<file path="src/rtl/uart_rx_fifo.sv">
// Oversampling UART receiver with configurable data width and parity, feeding a
// first-word-fall-through receive FIFO with sticky frame/parity/overrun flags.
`timescale 1ns/1ps

module uart_rx_fifo #(
    parameter int CLKS_PER_BIT = 87,
    parameter int DATA_BITS    = 8,
    parameter int PARITY       = 0,
    parameter int FIFO_DEPTH   = 4
) (
    input  logic                          clk,
    input  logic                          resetn,
    input  logic                          rxd,
    input  logic                          rd_en,
    input  logic                          clr_err,
    output logic [DATA_BITS-1:0]          rd_data,
    output logic                          rd_valid,
    output logic [$clog2(FIFO_DEPTH):0]   count,
    output logic                          frame_err,
    output logic                          parity_err,
    output logic                          overrun
);

    localparam int CW = $clog2(CLKS_PER_BIT);
    localparam int BW = $clog2(DATA_BITS);
    localparam int AW = $clog2(FIFO_DEPTH);

    localparam logic [CW-1:0] HALF_LAST = CW'(CLKS_PER_BIT / 2 - 1);
    localparam logic [CW-1:0] BIT_LAST  = CW'(CLKS_PER_BIT - 1);
    localparam logic [BW-1:0] DATA_LAST = BW'(DATA_BITS - 1);
    localparam logic [AW:0]   DEPTH     = (AW + 1)'(FIFO_DEPTH);

    typedef enum logic [2:0] {
        S_IDLE, S_START, S_DATA, S_PAR, S_STOP, S_WAIT_HIGH
    } state_t;

    state_t                 state, state_n;
    logic                   rxd_meta, rxd_s;
    logic [CW-1:0]          cyc_cnt;
    logic [BW-1:0]          bit_cnt;
    logic [DATA_BITS-1:0]   shreg;
    logic                   frame_bad;
    logic                   sample_now, exp_par;
    logic                   cyc_clr, shift_en, bit_inc, par_fail, push_req, frame_set;

    logic [DATA_BITS-1:0]   mem [FIFO_DEPTH];
    logic [AW-1:0]          wr_ptr, rd_ptr;
    logic                   full, push, pop, overrun_set;

    // Both flops reset high so the idle line is not mistaken for a start bit.
    always_ff @(posedge clk or negedge resetn) begin
        if (!resetn) begin
            rxd_meta <= 1'b1;
            rxd_s    <= 1'b1;
        end else begin
            // NOTE: sequential state uses non-blocking assignments so every flop samples pre-edge values.
            rxd_meta <= rxd;
            rxd_s    <= rxd_meta;
        end
    end

    // The first sample lands mid start bit; later ones are one full bit apart.
    assign sample_now = (state == S_START) ? (cyc_cnt == HALF_LAST) : (cyc_cnt == BIT_LAST);
    assign exp_par    = (^shreg) ^ (PARITY == 2);

    always_ff @(posedge clk or negedge resetn) begin
        if (!resetn) state <= S_IDLE;
        else         state <= state_n;
    end

    always_comb begin
        // NOTE: every combinational output gets a default first, so no path can infer a latch.
        state_n   = state;
        cyc_clr   = 1'b0;
        shift_en  = 1'b0;
        bit_inc   = 1'b0;
        par_fail  = 1'b0;
        push_req  = 1'b0;
        frame_set = 1'b0;
        unique case (state)
            S_IDLE: begin
                if (!rxd_s) begin
                    state_n = S_START;
                    cyc_clr = 1'b1;
                end
            end
            S_START: begin
                if (sample_now) begin
                    cyc_clr = 1'b1;
                    state_n = rxd_s ? S_IDLE : S_DATA;
                end
            end
            S_DATA: begin
                if (sample_now) begin
                    cyc_clr  = 1'b1;
                    shift_en = 1'b1;
                    if (bit_cnt == DATA_LAST) state_n = (PARITY != 0) ? S_PAR : S_STOP;
                    else                      bit_inc = 1'b1;
                end
            end
            S_PAR: begin
                if (sample_now) begin
                    cyc_clr  = 1'b1;
                    par_fail = (rxd_s != exp_par);
                    state_n  = S_STOP;
                end
            end
            S_STOP: begin
                if (sample_now) begin
                    cyc_clr = 1'b1;
                    if (rxd_s) begin
                        push_req = !frame_bad;
                        state_n  = S_IDLE;
                    end else begin
                        frame_set = 1'b1;
                        state_n   = S_WAIT_HIGH;
                    end
                end
            end
            S_WAIT_HIGH: begin
                if (rxd_s) state_n = S_IDLE;
            end
            default: state_n = S_IDLE;
        endcase
    end

    always_ff @(posedge clk or negedge resetn) begin
        if (!resetn) begin
            cyc_cnt   <= '0;
            bit_cnt   <= '0;
            shreg     <= '0;
            frame_bad <= 1'b0;
        end else begin
            cyc_cnt <= cyc_clr ? '0 : cyc_cnt + 1'b1;
            if (state == S_IDLE) begin
                bit_cnt   <= '0;
                frame_bad <= 1'b0;
            end else begin
                if (bit_inc)  bit_cnt   <= bit_cnt + 1'b1;
                if (par_fail) frame_bad <= 1'b1;
            end
            if (shift_en) shreg <= {rxd_s, shreg[DATA_BITS-1:1]};
        end
    end

    // A pop in the same cycle frees the slot, so a full FIFO still accepts the byte.
    assign full        = (count == DEPTH);
    assign rd_valid    = (count != '0);
    assign pop         = rd_en && rd_valid;
    assign push        = push_req && (!full || pop);
    assign overrun_set = push_req && full && !pop;
    assign rd_data     = mem[rd_ptr];

    always_ff @(posedge clk or negedge resetn) begin
        if (!resetn) begin
            // NOTE: the storage is reset on purpose so rd_data reads zero after reset.
            for (int i = 0; i < FIFO_DEPTH; i++) mem[i] <= '0;
            wr_ptr <= '0;
            rd_ptr <= '0;
            count  <= '0;
        end else begin
            if (push) begin
                mem[wr_ptr] <= shreg;
                wr_ptr      <= wr_ptr + 1'b1;
            end
            if (pop) rd_ptr <= rd_ptr + 1'b1;
            unique case ({push, pop})
                2'b10:   count <= count + 1'b1;
                2'b01:   count <= count - 1'b1;
                default: count <= count;
            endcase
        end
    end

    // A new error event in the same cycle as clr_err keeps its flag set.
    always_ff @(posedge clk or negedge resetn) begin
        if (!resetn) begin
            frame_err  <= 1'b0;
            parity_err <= 1'b0;
            overrun    <= 1'b0;
        end else begin
            if (frame_set)        frame_err  <= 1'b1;
            else if (clr_err)     frame_err  <= 1'b0;
            if (par_fail)         parity_err <= 1'b1;
            else if (clr_err)     parity_err <= 1'b0;
            if (overrun_set)      overrun    <= 1'b1;
            else if (clr_err)     overrun    <= 1'b0;
        end
    end

endmodule

</file>
<file path="config.mk">
export PLATFORM = sky130hd
export DESIGN_NAME = uart_rx_fifo
export DESIGN_NICKNAME = d
export VERILOG_FILES = /design/src/rtl/uart_rx_fifo.sv
export SDC_FILE = /design/constraint.sdc
export NUM_CORES = 1
export LEC_CHECK = 0
export CAP_MARGIN = 20
export CORE_MARGIN = 10
export CORE_UTILIZATION = 63
export CTS_CLUSTER_DIAMETER = 150
export DETAILED_ROUTE_END_ITERATION = 16
export DONT_BUFFER_PORTS = 1
export GPL_TIMING_DRIVEN = 0
export PLACE_DENSITY_LB_ADDON = 0.3
export SLEW_MARGIN = 25
export SYNTH_ARGS = -nofsm -noshare
export SYNTH_HDL_FRONTEND = slang
export SYNTH_SLANG_ARGS = --single-unit
export TNS_END_PERCENT = 20
</file>
<file path="constraint.sdc">
create_clock -name clk -period 3.29 [get_ports clk]
set_clock_uncertainty 0.2 [all_clocks]
set_input_delay 0.658 -clock clk [delete_from_list [all_inputs] [get_ports clk]]
set_output_delay 0.658 -clock clk [all_outputs]
set_load 0.05 [all_outputs]
</file>
==> impl_metrics.py <==
metrics = {
    "outcome": {
        "status": "finished clean",
    },
    "cells_and_area": {
        "multi_input_area_um2": 1420,
        "regArea_um2": 1660,
        "postLayoutCoreUtil": 0.732,
        "layout_common_cells": "62 x dfrtp_1, 39 x mux2_2, 15 x nor2_1, 12 x xnor2_1, 11 x inv_1",
        "nNetsFinal": 260,
        "syn_to_final_growth_pct": 11.6,
        "n_antenna_cell": 0,
        "drive_above_1_share": 0.313,
        "nFillCells": 322,
        "final_cell_count_no_fill": 316,
        "layout_commonest_cell": "dfrtp_1",
    },
    "detailed_routing": {
        "avgRoutedWirePerCell_um": 18.2,
        "vias": 1841,
        "drc": 0,
        "totalWireLength_mm": 5.75,
        "firstDrtPassIters": 4,
        "antenna_left": 0,
        "drt_first_iter_violations": 142,
        "avgViaCountPerCell": 5.83,
    },
    "cts": {
        "htreeDepth": 3,
        "root_buffer": "clkbuf_8",
        "clkTransAtPathRegs_ns": 0.07,
        "clock_latency_ns": 0.33,
        "tritoncts": "yes",
        "clk_path_buf_depth": 2,
        "cts_setup_buffers": 0,
        "clock-sinks": 66,
        "cts_buffers": 9,
    },
    "critical_path": {
        "start_kind": "flop",
        "slowest_stage": "or4b_2",
        "cp.buffers_inverters": 2,
        "required_ns": 3.34,
        "crit_type": "reg -> reg",
        "crit_fanout": 7,
        "slowest_delay_ns": 0.72,
        "cp_cell_sequence": "or4b_2 > clkbuf_1 > nand4_1 > ha_1 > inv_1 > fa_1 > xor2_1 > nor2_1 > xor2_1",
        "crit_arrival_ns": 3.11,
        "critical_path.top_delay_family": "simple AND/OR/NAND/NOR gates",
        "worstSetupEndpointType": "flop",
        "cp_common_cell": "xor2_1",
    },
    "synthesis": {
        "syn_area_um2": 3140,
        "synth_adder_area_share": 0.0423,
        "syn_nets": 247,
        "netlist_instances": 232,
        "synth_compound_area_frac": 0.0307,
        "synth_edf_count": 0,
        "synth_cell_type_count": 44,
        "synth-simple-area-share": 0.108,
        "synth-async-reset-ratio": 1.00,
        "ys_seq_area_frac": 0.527,
        "synthMuxAreaShare": 0.214,
        "synth_top_family_by_area": "multiplexers",
        "yosysWarnings": 0,
        "synth_top_flop_cell": "dfrtp_1",
        "syn_avg_cell_area_um2": 13.5,
        "synth-seq-cells": 66,
        "synth-xor-area-share": 0.0574,
    },
    "job": {
        "maxCapViolations": 0,
    },
    "timing": {
        "finalHoldViolations": 0,
        "worstMarginPinSlew_ns": 0.868,
        "setup_tns_ns": 0,
        "finalSetupViolCount": 0,
        "rsz0062_at_grt": "no",
        "period_needed_ns": 3.06,
        "fmax_ghz": 0.327,
        "whs_ns": 0.125,
        "min_period_over_period": 0.929,
        "fin_ws_ns": 0.234,
        "final_max_slew_viol_count": 0,
        "slew_headroom": 0.421,
    },
    "floorplanning": {
        "num_rows": 25,
        "coreArea_um2": 4790,
        "die_w_um": 90.6,
        "fp.dieArea_um2": 8200,
        "die_y_um": 90.6,
        "start_util": 0.655,
        "ios": 20,
    },
    "global_routing": {
        "antenna_found_initial": 0,
        "grt_overflow": 0,
        "grt_pass1_vias": 1973,
        "grt_max_degree": 67,
        "grt.total_usage": 0.147,
        "grt_pass1_wl_mm": 9.76,
    },
    "placed_design": {
        "place_congestion": 0.835,
        "io_buffers": 0,
        "place_ws_ns": 0.207,
        "dpl.cell_count": 299,
        "dp_hpwl_mm": 3.82,
    },
    "power_and_ir_drop": {
        "max-vdd-ir-drop_mv": 0.463,
        "power_density_nw_per_um2": 603,
        "p_leak_uw": 0.00163,
    },
    "min_path": {
        "hold_path_class": "in -> reg",
    },
}
-- worst paths after layout --
check | endpoint | depth (start not counted) | startpoint | slack [ns]
worst max register to register | count[2] | 9 | count[1] | 0.23
worst min register to register | rxd_s | 0 | rxd_meta | 0.16
worst min-delay path | rxd_meta | 0 | rxd | 0.12
min in group asynchronous | mem[1] | 2 | resetn | 0.67
worst max-delay path | count[2] | 9 | count[1] | 0.23
max in group asynchronous | rxd_meta | 2 | resetn | 1.90
-- cell usage after synthesis, types with 3 or more instances --
| cell type | count | area (µm²) |
|---|---|---|
| o21ai_0 | 3 | 15.0 |
| clkbuf_1 | 5 | 18.8 |
| mux4_2 | 8 | 180 |
| inv_1 | 11 | 41.3 |
| nand3_1 | 3 | 15.0 |
| dfrtp_1 | 64 | 1600 |
| xor2_1 | 6 | 52.6 |
| o22ai_1 | 4 | 25.0 |
| nand2b_1 | 4 | 25.0 |
| mux2_2 | 39 | 439 |
| ha_1 | 9 | 113 |
| nor2_1 | 15 | 56.3 |
| mux2i_1 | 3 | 30.0 |
| nand2_1 | 5 | 18.8 |
| xnor2_1 | 12 | 105 |
| nand3_2 | 4 | 40.0 |
-- final cells by class --
cell class,count,share of cell area
buffer,6,0.00643
clock buffer,10,0.0393
clock inverter,5,0.0293
inverter,11,0.0118
multi-input combinational,149,0.405
sequential,66,0.473
tap,67,0.0239
timing repair buffer,2,0.0107
-- sequential cells by signal, indices dropped and copies added, names as in the netlist, 2 cells and up --
name and flops:
mem 32, shreg 8, cyc_cnt 7, bit_cnt 3, count 3, state 3, rd_ptr 2, wr_ptr 2
-- where the power goes --
part | switching [µW] | internal, µW | leakage [µW] | total, µW
logic | 201 | 131 | 0.000620 | 332
clock network | 284 | 518 | 0.000118 | 802
registers | 113 | 862 | 0.000891 | 975
-- cells by family (layout without fill, tap and decap cells) --
kind of cell    Yosys count  in the layout
xor+xnor                 19             19
mux                      52             52
compound gates           15             15
buf+inv                  17             34
flops                    66             66
simple gates             53             53
fa+ha+maj                10             10
-- metal layers --
layer / vias to the layer above / global-route usage / routed length [µm]
met1: 940 / 0.189 / 2640
li1: 852 / - / -
met5: - / 0 / 0
met2: 44 / 0.226 / 2790
met4: 0 / 0.0517 / 38
met3: 5 / 0.0490 / 283
-- per-stage QoR --
| step | instance area (µm²) | power, µW |
|---|---|---|
| finish | 3500 | 2110 |
| detailed placement | 3220 | 1290 |
| global placement | 3220 | 1280 |
| global route | 3500 | 2220 |
| floorplan | 3140 | 1220 |
| CTS | 3500 | 2120 |
-- repair_timing --
| item | in CTS | in global routing |
|---|---|---|
| setup endpoints to repair | 0 | 1 |
| gates resized for setup | 0 | 2 |
| hold buffers | 2 | 0 |
| hold endpoints to repair | 66 | 0 |
No activity file was read; power rests on OpenSTA's default activity.
